--- src/rtl/pll_seq_pkg.sv ---
// Shared types and helpers for the video PLL mode sequencer.
package pll_seq_pkg;

  typedef enum logic [2:0] {
    ST_LOAD  = 3'd0,
    ST_RST   = 3'd1,
    ST_WAIT  = 3'd2,
    ST_STAB  = 3'd3,
    ST_IDLE  = 3'd4,
    ST_ERROR = 3'd5
  } seq_state_e;

  // Upper bounds for the generic table lookup; callers cast the result down.
  localparam int unsigned TBL_MAX_W  = 1024;
  localparam int unsigned DATA_MAX_W = 64;

  function automatic logic [DATA_MAX_W-1:0] mode_entry(
    input logic [TBL_MAX_W-1:0] tbl,
    input int unsigned          idx,
    input int unsigned          dw
  );
    logic [TBL_MAX_W-1:0]  shifted;
    logic [DATA_MAX_W-1:0] mask;
    shifted = tbl >> (idx * dw);
    mask    = (dw >= DATA_MAX_W) ? '1 : ((DATA_MAX_W'(1) << dw) - DATA_MAX_W'(1));
    return shifted[DATA_MAX_W-1:0] & mask;
  endfunction

  function automatic logic idx_is_bad(input int unsigned idx, input int unsigned num_modes);
    return idx >= num_modes;
  endfunction

endpackage

--- src/rtl/sync_2ff.sv ---
// Parameter-width two-flop synchroniser; stage1 is exposed so callers can
// register decisions that must line up with q one cycle later.
module sync_2ff #(
  parameter int unsigned WIDTH = 1
) (
  input  logic             clock,
  input  logic             reset_n,
  input  logic [WIDTH-1:0] d,
  output logic [WIDTH-1:0] stage1,
  output logic [WIDTH-1:0] q
);

  always_ff @(posedge clock or negedge reset_n) begin
    if (!reset_n) begin
      stage1 <= '0;
      q      <= '0;
    end else begin
      stage1 <= d;
      q      <= stage1;
    end
  end

endmodule

--- src/rtl/pll_mode_sequencer.sv ---
// Video PLL mode sequencer: loads a mode word, pulses PLL reset, waits for a
// stable lock with timeout/retry. Optional relock_count under PLL_SEQ_STATS_EN.
//
// state | meaning
// LOAD  | latch table[target] onto pll_data, clear retries/error
// RST   | hold pll_reset for RESET_CYCLES
// WAIT  | wait for sync'd lock, timeout counter running
// STAB  | count consecutive locked cycles up to LOCK_STABLE
// IDLE  | locked and stable, accepting requests
// ERROR | retries exhausted, accepting requests
module pll_mode_sequencer
  import pll_seq_pkg::*;
#(
  parameter int unsigned                          NUM_MODES    = 4,
  parameter int unsigned                          DATA_WIDTH   = 8,
  parameter logic [NUM_MODES*DATA_WIDTH-1:0]      MODE_DATA    = 32'h03_02_01_00,
  parameter int unsigned                          INIT_MODE    = 0,
  parameter int unsigned                          RESET_CYCLES = 16,
  parameter int unsigned                          LOCK_TIMEOUT = 65535,
  parameter int unsigned                          LOCK_STABLE  = 256,
  parameter int unsigned                          MAX_RETRIES  = 3,
  localparam int unsigned                         MW           = $clog2(NUM_MODES)
) (
  input  logic                  clock,
  input  logic                  reset_n,
  input  logic [MW-1:0]         mode_req,
  input  logic                  mode_req_valid,
  output logic                  mode_req_ready,
  input  logic                  pll_locked,
  output logic                  pll_reset,
  output logic [DATA_WIDTH-1:0] pll_data,
  output logic [MW-1:0]         mode_active,
  output logic                  mode_valid,
  output logic                  busy,
  output logic                  error,
  output logic                  bad_req,
  output logic                  lock_lost
`ifdef PLL_SEQ_STATS_EN
  ,
  output logic [15:0]           relock_count
`endif
);

  localparam int unsigned RCW = $clog2(RESET_CYCLES) + 1;
  localparam int unsigned TCW = $clog2(LOCK_TIMEOUT) + 1;
  localparam int unsigned SCW = $clog2(LOCK_STABLE) + 1;
  localparam int unsigned RTW = $clog2(MAX_RETRIES + 1) + 1;

  localparam logic [TBL_MAX_W-1:0]  TBL_EXT   = TBL_MAX_W'(MODE_DATA);
  localparam logic [DATA_WIDTH-1:0] INIT_DATA =
    DATA_WIDTH'(mode_entry(TBL_EXT, INIT_MODE, DATA_WIDTH));

  seq_state_e            state_q, state_d;
  logic [MW-1:0]         target_q, target_d;
  logic [RCW-1:0]        rst_cnt_q, rst_cnt_d;
  logic [TCW-1:0]        to_cnt_q, to_cnt_d;
  logic [SCW-1:0]        stab_cnt_q, stab_cnt_d;
  logic [RTW-1:0]        retry_q, retry_d;

  logic                  pll_reset_d, mode_valid_d, busy_d, ready_d, error_d;
  logic                  bad_req_d, lock_lost_d;
  logic [DATA_WIDTH-1:0] pll_data_d;
  logic [MW-1:0]         mode_active_d;

  logic                  lock_s, lock_m;
  logic                  req_fire;

  sync_2ff #(.WIDTH(1)) u_lock_sync (
    .clock   (clock),
    .reset_n (reset_n),
    .d       (pll_locked),
    .stage1  (lock_m),
    .q       (lock_s)
  );

  always_comb begin
    state_d       = state_q;
    target_d      = target_q;
    rst_cnt_d     = rst_cnt_q;
    to_cnt_d      = to_cnt_q;
    stab_cnt_d    = stab_cnt_q;
    retry_d       = retry_q;
    pll_reset_d   = pll_reset;
    pll_data_d    = pll_data;
    mode_active_d = mode_active;
    mode_valid_d  = mode_valid;
    busy_d        = busy;
    error_d       = error;
    bad_req_d     = 1'b0;
    lock_lost_d   = 1'b0;
    req_fire      = mode_req_valid && mode_req_ready;

    case (state_q)
      ST_LOAD: begin
        pll_data_d    = DATA_WIDTH'(mode_entry(TBL_EXT, 32'(target_q), DATA_WIDTH));
        mode_active_d = target_q;
        mode_valid_d  = 1'b0;
        busy_d        = 1'b1;
        retry_d       = '0;
        error_d       = 1'b0;
        pll_reset_d   = 1'b1;
        rst_cnt_d     = '0;
        state_d       = ST_RST;
      end
      ST_RST: begin
        if (rst_cnt_q == RCW'(RESET_CYCLES - 1)) begin
          pll_reset_d = 1'b0;
          to_cnt_d    = '0;
          state_d     = ST_WAIT;
        end else begin
          rst_cnt_d = rst_cnt_q + 1'b1;
        end
      end
      ST_WAIT: begin
        if (lock_s) begin
          // the detecting cycle is the first of the LOCK_STABLE locked cycles
          stab_cnt_d = SCW'(1);
          state_d    = ST_STAB;
        end else if (to_cnt_q == TCW'(LOCK_TIMEOUT - 1)) begin
          if (retry_q < RTW'(MAX_RETRIES)) begin
            retry_d     = retry_q + 1'b1;
            pll_reset_d = 1'b1;
            rst_cnt_d   = '0;
            state_d     = ST_RST;
          end else begin
            error_d = 1'b1;
            busy_d  = 1'b0;
            state_d = ST_ERROR;
          end
        end else begin
          to_cnt_d = to_cnt_q + 1'b1;
        end
      end
      ST_STAB: begin
        // timeout counter is frozen here and resumes if lock drops
        if (!lock_s) begin
          state_d = ST_WAIT;
        end else if (stab_cnt_q >= SCW'(LOCK_STABLE - 1)) begin
          mode_valid_d = 1'b1;
          busy_d       = 1'b0;
          state_d      = ST_IDLE;
        end else begin
          stab_cnt_d = stab_cnt_q + 1'b1;
        end
      end
      ST_IDLE, ST_ERROR: begin
        if (state_q == ST_IDLE && !lock_s) begin
          lock_lost_d  = 1'b1;
          mode_valid_d = 1'b0;
          busy_d       = 1'b1;
          retry_d      = '0;
          pll_reset_d  = 1'b1;
          rst_cnt_d    = '0;
          state_d      = ST_RST;
        end else if (req_fire) begin
          if (idx_is_bad(32'(mode_req), NUM_MODES)) begin
            bad_req_d = 1'b1;
          end else begin
            target_d     = mode_req;
            mode_valid_d = 1'b0;
            busy_d       = 1'b1;
            error_d      = 1'b0;
            state_d      = ST_LOAD;
          end
        end
      end
      default: state_d = ST_LOAD;
    endcase

    // lock_m is next cycle's lock_s, so ready drops together with the sync'd lock
    ready_d = (state_d == ST_ERROR) || (state_d == ST_IDLE && lock_m);
  end

  always_ff @(posedge clock or negedge reset_n) begin
    if (!reset_n) begin
      state_q        <= ST_LOAD;
      target_q       <= MW'(INIT_MODE);
      rst_cnt_q      <= '0;
      to_cnt_q       <= '0;
      stab_cnt_q     <= '0;
      retry_q        <= '0;
      pll_reset      <= 1'b1;
      pll_data       <= INIT_DATA;
      mode_active    <= MW'(INIT_MODE);
      mode_valid     <= 1'b0;
      busy           <= 1'b1;
      mode_req_ready <= 1'b0;
      error          <= 1'b0;
      bad_req        <= 1'b0;
      lock_lost      <= 1'b0;
    end else begin
      state_q        <= state_d;
      target_q       <= target_d;
      rst_cnt_q      <= rst_cnt_d;
      to_cnt_q       <= to_cnt_d;
      stab_cnt_q     <= stab_cnt_d;
      retry_q        <= retry_d;
      pll_reset      <= pll_reset_d;
      pll_data       <= pll_data_d;
      mode_active    <= mode_active_d;
      mode_valid     <= mode_valid_d;
      busy           <= busy_d;
      mode_req_ready <= ready_d;
      error          <= error_d;
      bad_req        <= bad_req_d;
      lock_lost      <= lock_lost_d;
    end
  end

`ifdef PLL_SEQ_STATS_EN
  logic relock_evt;
  assign relock_evt = lock_lost_d || (state_q == ST_WAIT && state_d == ST_RST);

  always_ff @(posedge clock or negedge reset_n) begin
    if (!reset_n) begin
      relock_count <= '0;
    end else if (relock_evt && relock_count != 16'hFFFF) begin
      relock_count <= relock_count + 16'd1;
    end
  end
`endif

endmodule

--- config.mk ---
export PLATFORM = sky130hd
export DESIGN_NAME = pll_mode_sequencer
export DESIGN_NICKNAME = d
export VERILOG_FILES = /design/src/rtl/pll_seq_pkg.sv /design/src/rtl/sync_2ff.sv /design/src/rtl/pll_mode_sequencer.sv
export SDC_FILE = /design/constraint.sdc
export NUM_CORES = 1
export LEC_CHECK = 0
export ABC_CLOCK_PERIOD_IN_PS = 3040
export CAP_MARGIN = 15
export CORE_ASPECT_RATIO = 0.9
export CORE_MARGIN = 5
export CORE_UTILIZATION = 50
export DETAILED_ROUTE_END_ITERATION = 6
export GPL_TIMING_DRIVEN = 0
export PLACE_DENSITY_LB_ADDON = 0.15
export SLEW_MARGIN = 20
export SYNTH_ARGS = -nofsm -noshare
export SYNTH_HDL_FRONTEND = slang
export SYNTH_SLANG_ARGS = --single-unit
--- constraint.sdc ---
create_clock -name clock -period 3.04 [get_ports clock]
set_input_delay 0.456 -clock clock [delete_from_list [all_inputs] [get_ports clock]]
set_output_delay 0.456 -clock clock [all_outputs]
set_load 0.01 [all_outputs]
==> impl_metrics.tcl, run 1 <==
set metrics [dict create \
    status "complete, no violations" \
    dpl_cell_area_um2 2974 \
    worstPathArrival_ns 2.83 \
    ioPinCount 23 \
    fin_skew_ns 0.01410 \
    power.clock.fraction_pct 25.1 \
    drv_cap 0 \
    ctsHoldBuffers 0 \
    nets 332 \
    ys_ff_latch 49 \
    timing.final.crit_share_pct 85.60 \
    fp.dieW_um 87.75 \
    number_of_warnings_reported_in_the_yosys_synthesis_log 0 \
    tightestPinTransition_ns 0.6730 \
    met3RoutedLength_um 262 \
    synth.yosys.seq_area_share_pct 45.17 \
    category_of_cells_accounting_for_the_largest_share_of_critical_path_delay "compound AO/OA/AOI/OAI gates" \
    final_antenna_diode_count 0 \
    drcViolationCount 0 \
    routed_wl_um 5854 \
    drive_gt1_share_pct 11.56 \
    routabilityCongestion 0.8376 \
    report.final.hold_viol_count 0 \
    p_int_mw 1.257 \
    post_cts.resized_instances 0 \
    crit_buf_inv 0 \
    floorplan.die.height_um 79.97 \
    dr.max_layer_used "met4" \
    vias_per_cell 5.649 \
    crit_fanout 5 \
    dr_wl_met2_um 2656 \
    via_count_of_the_first_global_routing_pass 2234 \
    io_buffer_count 15 \
    classification_of_the_worst_slack_hold_path "input port to async pin" \
    numCtsBuffers 5 \
    grt_pass1_wl_um 10490 \
    routed_wire_length_per_instance_um 15.13 \
    r2r-start "rst_cnt_q[0]" \
    global_route.overflow_total 0 \
    finalSetupViolations 0 \
    gr-usage-all-layers_pct 18.87 \
    critical-path-top-cell-by-count "ha_1" \
    crit_chain "ha_1 -> and3_1 -> ha_1 -> nand3b_1 -> a2111oi_4 -> o2111ai_2 -> or3_1 -> a21oi_1" \
    total_leakage_power_nw 1.351 \
    clk_path_buf_depth 2 \
    via_count 2186 \
    cts_setup_buffers 0 \
    seq_power_share_pct 43.9 \
    switching_share_pct 33.45 \
    power_switching_mw 0.6320 \
    grt_max_degree 50 \
    synth_enable_flop_cells 0 \
    core_um2 5255 \
    timing.max_slew.rel_slack_pct 55.04 \
    netlist_instances 291 \
    tritoncts "yes" \
    sum_of_routed_wire_segments_on_met1_um 2883 \
    yosysUniqueCellTypes 53 \
    layout.cells.most_common "dfrtp_1" \
    rsz0062_at_grt "no" \
    fin_area_um2 3085 \
    power.total_mw 1.889 \
    worst_skew_pair.late_latency_ns 0.31 \
    pwr_density_cell_nw_per_um2 612.3 \
    critPathLaunchType "flop" \
    initial_core_util_pct 51.76 \
    syn_avg_cell_area_um2 9.347 \
    root_buffer "clkbuf_8" \
    layout.core_utilization_pct 58.71 \
    estimated_wirelength_of_the_detail_placed_design_um 4123 \
    crit_path_time_final_ns 2.602 \
    cts_num_sinks 49 \
    cp_data_required_time_ns 3.27 \
    clock_pin_slew_on_the_worst_setup_and_hold_paths_ns 0.10 \
    postRouteAntennaNets 0 \
    layout.cells.most_common_list "dfrtp_1, nand2_1, nor2_1" \
    drt_iter0_markers 153 \
    setup_total_negative_slack_ns 0 \
    end_kind "flop" \
    timing.critical_path.from "rst_cnt_q[0]" \
    critPathSlowestCell "a2111oi_4" \
    initial_antenna_violation_count 0 \
    timing_worst_setup_path_type "flop to flop" \
    share_of_async_settable_or_async_resettable_flops_after_synthesis_pct 100.0 \
    drt_first_pass_iters 4 \
    synthesis.area_um2 2720 \
    synthToLayoutAreaGrowth_pct 13.43 \
    cts_max_level 2 \
    row_count 25 \
    max_freq_mhz 384.3 \
    p_comb_share_pct 31.0 \
    post-route-worst-setup-slack_ns 0.4378 \
    final-max-slew-violation-count 0 \
    place_worst_setup_slack_ns 0.4436 \
    crit_path_max_incr_delay_ns 0.57 \
    design.die.area_um2 7017 \
    power.ir.vdd_worst_mv 0.4346 \
    ys.flop_type "dfrtp_1" \
]
-- registers in the layout (all words and copies together) (netlist names) --
signal,count
retry_q,3
pll_reset,1
rst_cnt_q,5
pll_data,2
lock_lost,1
to_cnt_q,17
stab_cnt_q,9
u_lock_sync.stage1,1
u_lock_sync.q,1
busy,1
mode_req_ready,1
error,1
mode_valid,1
state_q,3
target_q,2
-- area by class of cell --
| cell class | count | area (um^2) |
|---|---|---|
| inverter | 10 | 37.54 |
| tap | 67 | 83.83 |
| clock inverter | 2 | 38.79 |
| clock buffer | 6 | 72.57 |
| sequential | 49 | 1229 |
| multi-input combinational | 215 | 1344 |
| buffer | 23 | 132.6 |
| fill | 481 | 2170 |
| timing repair buffer | 15 | 147.6 |
-- stage by stage --
step / hold WS [ns] / std cells
CTS: 0.1812 / 387
finish: 0.1581 / 387
global placement: 0.3714 / 379
floorplan: 0.1604 / 297
detailed placement: 0.3761 / 379
global route: 0.2068 / 387
-- cells in the mapped netlist (all sizes together) (3+ instances only) --
library cell,count,area [um^2]
o22a,3,26.28
dfrtp,47,1176
o31ai,8,65.06
nor3b,3,22.52
a21oi,17,85.08
nor3,5,25.02
or2,3,18.77
or3,7,43.79
mux2,4,45.04
inv,10,37.54
and2,6,37.54
nor4,3,25.02
nand4,5,31.28
xor2,10,87.58
ha,7,87.58
and3,12,75.07
o2111ai,3,32.53
nand3,13,65.06
nand2,24,90.09
buf,14,98.84
o21ai,23,118.9
nor2,22,82.58
clkbuf,9,33.78
or4,5,37.54
a31oi,3,18.77
-- layer usage --
layer	vias up	GRT usage, %
met2	41	29.74
li1	1085	-
met3	5	4.541
met4	0	5.061
met5	-	0
met1	1055	25.86
-- final timing paths --
check,slack [ns],endpoint,cells after the start
max,0.44,to_cnt_q[13],8
min,0.16,stab_cnt_q[1],1
max in group asynchronous,2.48,stab_cnt_q[8],1
min in group clock,0.40,u_lock_sync.q,0
min reg2reg,0.40,u_lock_sync.q,0
max reg2reg,0.44,to_cnt_q[13],8
-- power groups by stage --
stage	clock, mW	sequential [mW]	combinational, mW
floorplan	0	0.831	0.406
global placement	0	0.840	0.570
detailed placement	0	0.843	0.583
CTS	0.484	0.832	0.587
global route	0.515	0.850	0.664
finish	0.473	0.830	0.586
-- kinds of logic (layout without fill, tap and decap cells) --
family	after synthesis	in the layout	share of synthesized area, %
AOI/OAI and AO/OA	69	69	17.07
DFF	49	49	45.17
adders and majority gates	7	7	3.220
other	1	7	0.1379
xor gates and xnor gates	10	10	3.220
and+or+nand+nor	117	117	22.91
muxes	5	5	2.024
buffers and inverters	33	56	6.256
No activity file was read; power rests on OpenSTA's default activity.
==> run 2: changes to the inputs <==
HOLD_SLACK_MARGIN = 0.06   (was unset)
==> results of run 2 <==
Final layout, timing and power as in run 1 (identical DEF).
==> run 3: changes to the inputs <==
CORE_MARGIN = unset   (was 5)
HOLD_SLACK_MARGIN = unset   (was 0.06)
==> run 3 against run 2 <==
  * Core utilization decreased by 0.071 points
  * Clock power fell by 17%
  * Hold slack got worse by 0.068 ns
  * Maximum frequency increased by 1.1%
  * Non-clock buffer count is 1 higher
  * Wire length down 6.0%
  * Sequential power barely moved
  * Via count is 0.64% higher
  * Cell count grew 0.26%
  * Clock skew is 0.0077 ns lower
  * First-iteration DRC count decreased by 9.8%
  * Combinational power is 0.7% lower
  * Critical path type unchanged
  * Largest power group unchanged
==> impl_metrics.tcl, run 3 (synthesized netlist as in run 1, its figures left out) <==
set metrics [dict create \
    clock_pin_slew_on_the_worst_setup_and_hold_paths_ns 0.08 \
    cp_data_required_time_ns 3.27 \
    number_of_gates_on_the_worst_path_with_buffers_counted 8 \
    fill_cells 466 \
    pwr_density_cell_nw_per_um2 584.9 \
    critPathSlowestCell "a2111oi_4" \
    root_buffer "clkbuf_8" \
    routed_wl_um 5504 \
    cts_max_level 2 \
    power.ir.vdd_worst_mv 0.3650 \
    ff2ff_path_depth 8 \
    tightestPinTransition_ns 0.6760 \
    report.final.hold_viol_count 0 \
    timing.max_slew.rel_slack_pct 54.84 \
    clk_path_buf_depth 2 \
    core_um2 5255 \
    timing_worst_setup_path_type "flop to flop" \
    fp.dieW_um 79.75 \
    crit_path_max_incr_delay_ns 0.52 \
    fin_area_um2 3082 \
    drcViolationCount 0 \
    drt_iter0_markers 138 \
    biggest_register "to_cnt_q" \
    row_count 25 \
    critical-path-top-cell-by-count "ha_1" \
    vias_per_cell 5.670 \
    gr-usage-all-layers_pct 21.27 \
    register_area_um2 1229 \
    tritoncts "yes" \
    routabilityCongestion 0.7587 \
    power.clock.fraction_pct 21.7 \
    drv_cap 0 \
    fin_skew_ns 0.006424 \
    cts_num_sinks 49 \
    layout.cells.most_common_list "dfrtp_1, nand2_1, nor2_1" \
    postRouteAntennaNets 0 \
    final-max-slew-violation-count 0 \
    largest_reg_flops 17 \
    total_leakage_power_nw 1.349 \
    p_comb_share_pct 32.3 \
    global_route.overflow_total 0 \
    seq_power_share_pct 46.1 \
    finalSetupViolations 0 \
    crit_fanout 5 \
    ioPinCount 23 \
    classification_of_the_worst_slack_hold_path "input port to async pin" \
    multiInputGateArea_um2 1344 \
    floorplan.die.height_um 71.97 \
    estimated_wirelength_of_the_detail_placed_design_um 4036 \
    drt_first_pass_iters 4 \
    drive_gt1_share_pct 11.53 \
    ctsHoldBuffers 0 \
    critPathLaunchType "flop" \
    cts_setup_buffers 0 \
    grt_max_degree 32 \
    final_antenna_diode_count 0 \
    crit_buf_inv 0 \
    numCtsBuffers 5 \
    power.total_mw 1.803 \
    design.die.area_um2 5739 \
    synthToLayoutAreaGrowth_pct 13.29 \
    initial_core_util_pct 51.76 \
    timing.final.crit_share_pct 84.67 \
    switching_share_pct 33.55 \
    end_kind "flop" \
    status "complete, no violations" \
    dpl_cell_area_um2 2992 \
    power_switching_mw 0.6048 \
    via_count_of_the_first_global_routing_pass 2038 \
    worstPathArrival_ns 2.80 \
    largestRegisters "to_cnt_q x17, stab_cnt_q x9, rst_cnt_q x5" \
    worst_skew_pair.late_latency_ns 0.30 \
    crit_path_time_final_ns 2.574 \
    io_buffer_count 15 \
    nets 333 \
    routed_wire_length_per_instance_um 14.19 \
    p_int_mw 1.198 \
    setup_total_negative_slack_ns 0 \
    grt_pass1_wl_um 9556 \
    post_cts.resized_instances 0 \
    max_freq_mhz 388.5 \
    layout.cells.most_common "dfrtp_1" \
    via_count 2200 \
    rsz0062_at_grt "no" \
    category_of_cells_accounting_for_the_largest_share_of_critical_path_delay "compound AO/OA/AOI/OAI gates" \
    crit_chain "ha_1 -> and3_1 -> ha_1 -> nand3b_1 -> a2111oi_4 -> o2111ai_2 -> or3_1 -> a21oi_1" \
    initial_antenna_violation_count 0 \
]
==> run 3: changes by cell type in the layout (fill, tap and decap cells not counted), sizes merged <==
| cell | previous run | this run |
|---|---|---|
| clkbuf | 15 | 17 |
| bufinv | 1 | 0 |
| clkinv | 1 | 0 |
| buf | 15 | 16 |
==> run 3: cell type report <==
| cell class | count | area share [%] |
|---|---|---|
| Tap cell | 67 | 2.720 |
| Multi-Input combinational cell | 215 | 43.61 |
| Buffer | 23 | 4.304 |
| Sequential cell | 49 | 39.87 |
| Clock buffer | 8 | 2.923 |
| Timing Repair Buffer | 16 | 5.359 |
| Inverter | 10 | 1.218 |
==> run 3: final timing paths <==
check                                    from  slack, ns            end
hold reg to reg            u_lock_sync.stage1       0.39  u_lock_sync.q
max in group asynchronous             reset_n       2.36      pll_reset
setup reg to reg                 rst_cnt_q[0]       0.47   to_cnt_q[13]
hold / removal                        reset_n       0.09  stab_cnt_q[4]
min in group clock         u_lock_sync.stage1       0.39  u_lock_sync.q
setup / recovery                 rst_cnt_q[0]       0.47   to_cnt_q[13]
==> run 3: routing by layer <==
layer  wire length, um  track usage, %
met4                68           6.548
met5                 0               0
met3               220           3.774
met2              2444           32.48
met1              2771           31.05
==> run 3: per-stage QoR <==
step	setup slack [ns]	util (%)	std cells	hold slack (ns)
6_report	0.4661	58.64	388	0.08998
5_1_grt	0.2634	58.64	388	0.1266
4_1_cts	0.4591	58.64	388	0.1009
3_5_place_dp	0.4873	56.93	380	0.3719
3_3_place_gp	0.07094	56.64	379	0.3725
2_1_floorplan	0.8020	-	297	0.1604
==> run 3: power groups by stage <==
stage / registers, mW / logic [mW] / clock network [mW]
final: 0.830 / 0.582 / 0.391
after global routing: 0.845 / 0.667 / 0.427
after floorplan: 0.831 / 0.406 / 0
after detailed placement: 0.841 / 0.580 / 0
after CTS: 0.830 / 0.582 / 0.403
after global placement: 0.839 / 0.567 / 0
==> run 3: worst reg2reg max path: stages (launching register included) <==
cell	delay (ns)
dfrtp_1	0.39
ha_1	0.20
and3_1	0.18
ha_1	0.27
nand3b_1	0.18
a2111oi_4	0.52
o2111ai_2	0.25
or3_1	0.35
a21oi_1	0.15
==> patch 1, RTL diff (settings of run 3) <==
Set the parameter `INIT_MODE` to 1 (it was 0).
--- a/src/rtl/pll_mode_sequencer.sv
+++ b/src/rtl/pll_mode_sequencer.sv
@@ -14,7 +14,7 @@
   parameter int unsigned                          NUM_MODES    = 4,
   parameter int unsigned                          DATA_WIDTH   = 8,
   parameter logic [NUM_MODES*DATA_WIDTH-1:0]      MODE_DATA    = 32'h03_02_01_00,
-  parameter int unsigned                          INIT_MODE    = 0,
+  parameter int unsigned                          INIT_MODE    = 1,
   parameter int unsigned                          RESET_CYCLES = 16,
   parameter int unsigned                          LOCK_TIMEOUT = 65535,
   parameter int unsigned                          LOCK_STABLE  = 256,
Function: changed (Yosys sat finds a counterexample within 4 cycles, from zero or initial values and one cycle with reset_n low).
==> patch 1 against run 3 <==
  * Worst setup slack lost 0.034 ns
  * Total power rose by 6.3%
  * Highest routed layer unchanged
  * Critical endpoint unchanged
  * Hold slack improved by 0.046 ns
  * Final area up 0.93%
  * Sequential power up 0.7%
  * Sequential cell count stayed put
  * Largest power group unchanged
  * Area after synthesis is essentially flat
  * Core utilization up 0.55 points
  * Wire length increased by 1.7%
  * Largest cell class unchanged
  * Fmax fell by 1.3%
==> patch 1: results (changes against run 3) <==
status - complete, no violations
fraction of final layout cells with drive strength greater than 1 - 0.125 (+0.00935)
via count - 2187 (-0.59%)
largest registers - to_cnt_q: 17 flops, stab_cnt_q: 9 flops, rst_cnt_q: 5 flops
vias in the first global route - 2112 (+3.6%)
placed cell areas - 0.00299 mm^2 (about the same)
largest net degree at the start of global routing - 27 (-16%)
GPL Wtd Cong - 0.781 (+3.0%)
Filler Cell Count - 470 (+0.86%)
post-synthesis mux area share - 0.0202 (about the same)
Sw Share - 0.328 (-0.00796)
Arr. time, crit path - 2.84 ns (+0.04 ns)
GRT Overall Usage - 0.217 (+0.00403)
CTS Root Cell - clkbuf_8
post-DP HPWL - 4060 um (+0.56%)
register area share after synthesis - 0.452 (+0.000504)
top cells by area, synth - dfrtp_1 (41%), dfstp_2 (3.9%), o21ai_0 (3.7%)
xor/xnor share of the synthesized area - 0.0322 (about the same)
Ant. Diodes - 0 (unchanged)
Critical Path Max Stage Delay - 0.55 ns (+0.03 ns)
top cells by count, synth - dfrtp_1 (45), nand2_1 (24), nor2_1 (22)
clk slew on worst S/H paths - 0.09 ns
Compound-Gate Fraction of Synth Area - 0.170 (about the same)
first-pass GRT wire length - 9650 um (+0.94%)
Worst-Margin Slew - 0.698 ns (+0.0220 ns)
adder-cell share of the synthesized area - 0.0322 (about the same)
worst clock skew - 0.00637 ns (-0.0000586 ns)
Leak - 1.36 nW (+0.63%)
peak supply drop - 0.000429 V (+18%)
final wirelength - 5600 um (+1.7%)
Pre-Repair DR Iteration Count - 4 (unchanged)
initial antenna violation count - 0 (unchanged)
==> patch 1: changes by cell type after synthesis <==
cell            run 3  this run
dfrtp_1            47        45
dfstp_2             2         4
==> patch 1: final timing paths <==
path | depth (start not counted) | slack, ns | endpoint | startpoint
max | 8 | 0.43 | to_cnt_q[13]$_DFFE_PN0P_ | rst_cnt_q[0]$_DFFE_PN0P_
min | 1 | 0.14 | to_cnt_q[3]$_DFFE_PN0P_ | reset_n
max reg2reg | 8 | 0.43 | to_cnt_q[13]$_DFFE_PN0P_ | rst_cnt_q[0]$_DFFE_PN0P_
min in group clock | 0 | 0.39 | u_lock_sync.q$_DFF_PN0_ | u_lock_sync.stage1$_DFF_PN0_
max in group asynchronous | 2 | 2.29 | target_q[0]$_DFFE_PN1P_ | reset_n
min reg2reg | 0 | 0.39 | u_lock_sync.q$_DFF_PN0_ | u_lock_sync.stage1$_DFF_PN0_
==> patch 1: kinds of logic after synthesis <==
kind of cell | count (synthesis)
adders and majority gates | 7
muxes | 5
and+or+nand+nor | 117
buffers and inverters | 33
other | 1
AOI/OAI and AO/OA | 69
DFF | 49
xor gates and xnor gates | 10
==> patch 1: metrics by stage <==
stage / setup WS, ns / hold WS [ns] / util / std cells
2_1_floorplan: 0.802 / 0.160 / - / 297
3_3_place_gp: 0.0730 / 0.364 / 0.567 / 379
3_5_place_dp: 0.492 / 0.379 / 0.570 / 380
4_1_cts: 0.456 / 0.150 / 0.592 / 388
5_1_grt: 0.212 / 0.180 / 0.592 / 388
6_report: 0.432 / 0.136 / 0.592 / 388
==> patch 1: area by class of cell <==
| cell class | instances | share of cell area |
|---|---|---|
| clock buffer | 7 | 0.0278 |
| buffer | 23 | 0.0426 |
| inverter | 10 | 0.0121 |
| tap | 67 | 0.0270 |
| multi-input combinational | 215 | 0.432 |
| sequential | 49 | 0.396 |
| clock inverter | 1 | 0.00965 |
| timing repair buffer | 16 | 0.0531 |
==> patch 1: routing by layer <==
layer / routed length (um) / global-route usage / share of wire / vias up
met2: 2520 / 0.346 / 0.45 / 26
met5: 0 / 0 / 0 / -
met1: 2870 / 0.300 / 0.51 / 1062
li1: - / - / - / 1092
met3: 138 / 0.0365 / 0.025 / 7
met4: 75 / 0.0774 / 0.013 / 0
==> patch 1: power by group through the flow <==
stage | Combinational (mW) | Clock (mW) | Sequential (mW)
detailed placement | 0.591 | 0 | 0.849
CTS | 0.594 | 0.492 | 0.837
floorplan | 0.407 | 0 | 0.837
finish | 0.595 | 0.484 | 0.836
global route | 0.664 | 0.519 | 0.848
global placement | 0.571 | 0 | 0.841
==> patch 2, RTL diff (config.mk and constraints of run 3) <==
Made on the original files. One comparison of `to_cnt_q` changes from == to >=.
--- a/src/rtl/pll_mode_sequencer.sv
+++ b/src/rtl/pll_mode_sequencer.sv
@@ -116,7 +116,7 @@
           // the detecting cycle is the first of the LOCK_STABLE locked cycles
           stab_cnt_d = SCW'(1);
           state_d    = ST_STAB;
-        end else if (to_cnt_q == TCW'(LOCK_TIMEOUT - 1)) begin
+        end else if (to_cnt_q >= TCW'(LOCK_TIMEOUT - 1)) begin
           if (retry_q < RTW'(MAX_RETRIES)) begin
             retry_d     = retry_q + 1'b1;
             pll_reset_d = 1'b1;
Formal check against the unedited RTL: same outputs for any inputs over 10 cycles, from zero or initial values and one cycle with reset_n low; that may be too few to reach the edited logic, so the function may still have changed.
==> patch 2 against run 3 <==
  * First-iteration DRC count increased by 12%
  * Worst setup slack improved by 0.33 ns
  * Hold slack improved by 0.066 ns
  * Global-route usage increased by 0.28 points
  * Sequential share of layout area decreased by 0.31 points
  * Clock power increased by 6.9%
  * Area after synthesis increased by 1.1%
  * Total power increased by 8.4%
  * Wire length increased by 1.4%
  * Non-clock buffer count decreased by 2
  * Synthesized cell count decreased by 2.4%
  * Final area increased by 0.77%
  * Sequential cell count unchanged
  * Critical path type unchanged
  * Highest routed layer unchanged
==> patch 2: results (changes against run 3) <==
status - complete, no violations
worst-path maximum fanout - 6 (+1)
via count - 2160 (-1.8%)
GRT Overall Usage - 0.215 (+0.00275)
worst clock skew - 0.00610 ns (-0.000324 ns)
GPL Wtd Cong - 0.751 (-1.0%)
Worst R2R Path Depth - 7 (-1)
peak supply drop - 0.000398 V (+9.1%)
fraction of final layout cells with drive strength greater than 1 - 0.0990 (-0.0162)
Leak - 1.41 nW (+4.2%)
post-DP HPWL - 3920 um (-2.8%)
slowest CP cell - dfrtp_1
Starting DRT DRC Count - 155 (+12%)
worst rel slew slack - 0.585 (+0.0368)
vias in the first global route - 2008 (-1.5%)
final hold slack - 0.156 ns (+0.0661 ns)
Synth cell types - 58 (+9.4%)
M2 GR Usage - 0.309 (-0.0161)
Critical Path Max Stage Delay - 0.43 ns (-0.09 ns)
Filler Cell Count - 485 (+4.1%)
Arr. time, crit path - 2.49 ns (-0.31 ns)
Reg2Reg Launch Point - stab_cnt_q[3]$_DFFE_PN0P_
Final nets - 325 (-2.4%)
top cells by area, synth - dfrtp_1 (43%), mux2i_1 (4.7%), nand2_1 (4.5%)
largest net degree at the start of global routing - 50 (+56%)
WL per Instance - 14.7 um (+3.5%)
Reg2Reg Setup Slack - 0.79 ns (+0.33 ns)
met3 usage - 0.0415 (+0.00377)
## patch 2: cell count changes after synthesis, sizes merged, moves of 8 or more
| cell | delta |
|---|---|
| nor2 | -13 |
| o21ai | -10 |
| nand2 | +9 |
| and3 | -8 |
| mux2i | +12 |
| xor2 | -10 |
## patch 2: area by class of cell
type,count,area share
clock inverter,2,0.00564
inverter,10,0.0121
tap,67,0.0270
timing repair buffer,15,0.0475
sequential,49,0.396
buffer,22,0.0379
clock buffer,6,0.0266
multi-input combinational,209,0.448
## patch 2: where the power goes
group / switching (mW) / internal (mW) / leakage (nW)
clock: 0.229 / 0.189 / 0.0518
sequential: 0.100 / 0.775 / 0.648
combinational: 0.360 / 0.300 / 0.706
## patch 2: stage by stage
stage | util | worst slack [ns] | std cells | area (um^2)
2_1_floorplan | - | 0.982 | 290 | 2770
3_3_place_gp | 0.569 | 0.0276 | 372 | 3010
3_5_place_dp | 0.569 | 0.800 | 372 | 3010
4_1_cts | 0.587 | 0.784 | 380 | 3110
5_1_grt | 0.587 | 0.652 | 380 | 3110
6_report | 0.587 | 0.792 | 380 | 3110
## patch 2: worst max-delay path: cells and delay by family, from the launching register on
kind                       cells  cell delay (ns)
adders and majority gates      1             0.17
and+or+nand+nor                3             0.82
DFF                            1             0.43
AOI/OAI and AO/OA              3             0.77
## patch 2: kinds of logic after synthesis
logic type               after synthesis  share of synthesized area
AND/OR/NAND/NOR                      107                      0.228
AO/OA/AOI/OAI                         71                      0.172
flip-flops                            49                      0.447
buffers and inverters                 32                     0.0564
multiplexers                          17                     0.0637
adder cells (fa/ha/maj)                7                     0.0318
other                                  1                    0.00136
## patch 2: routing by layer
layer,part of all wire,up-vias
li1,-,1097
met1,0.52,1022
met2,0.44,33
met3,0.027,8
met4,0.012,0
met5,0,-
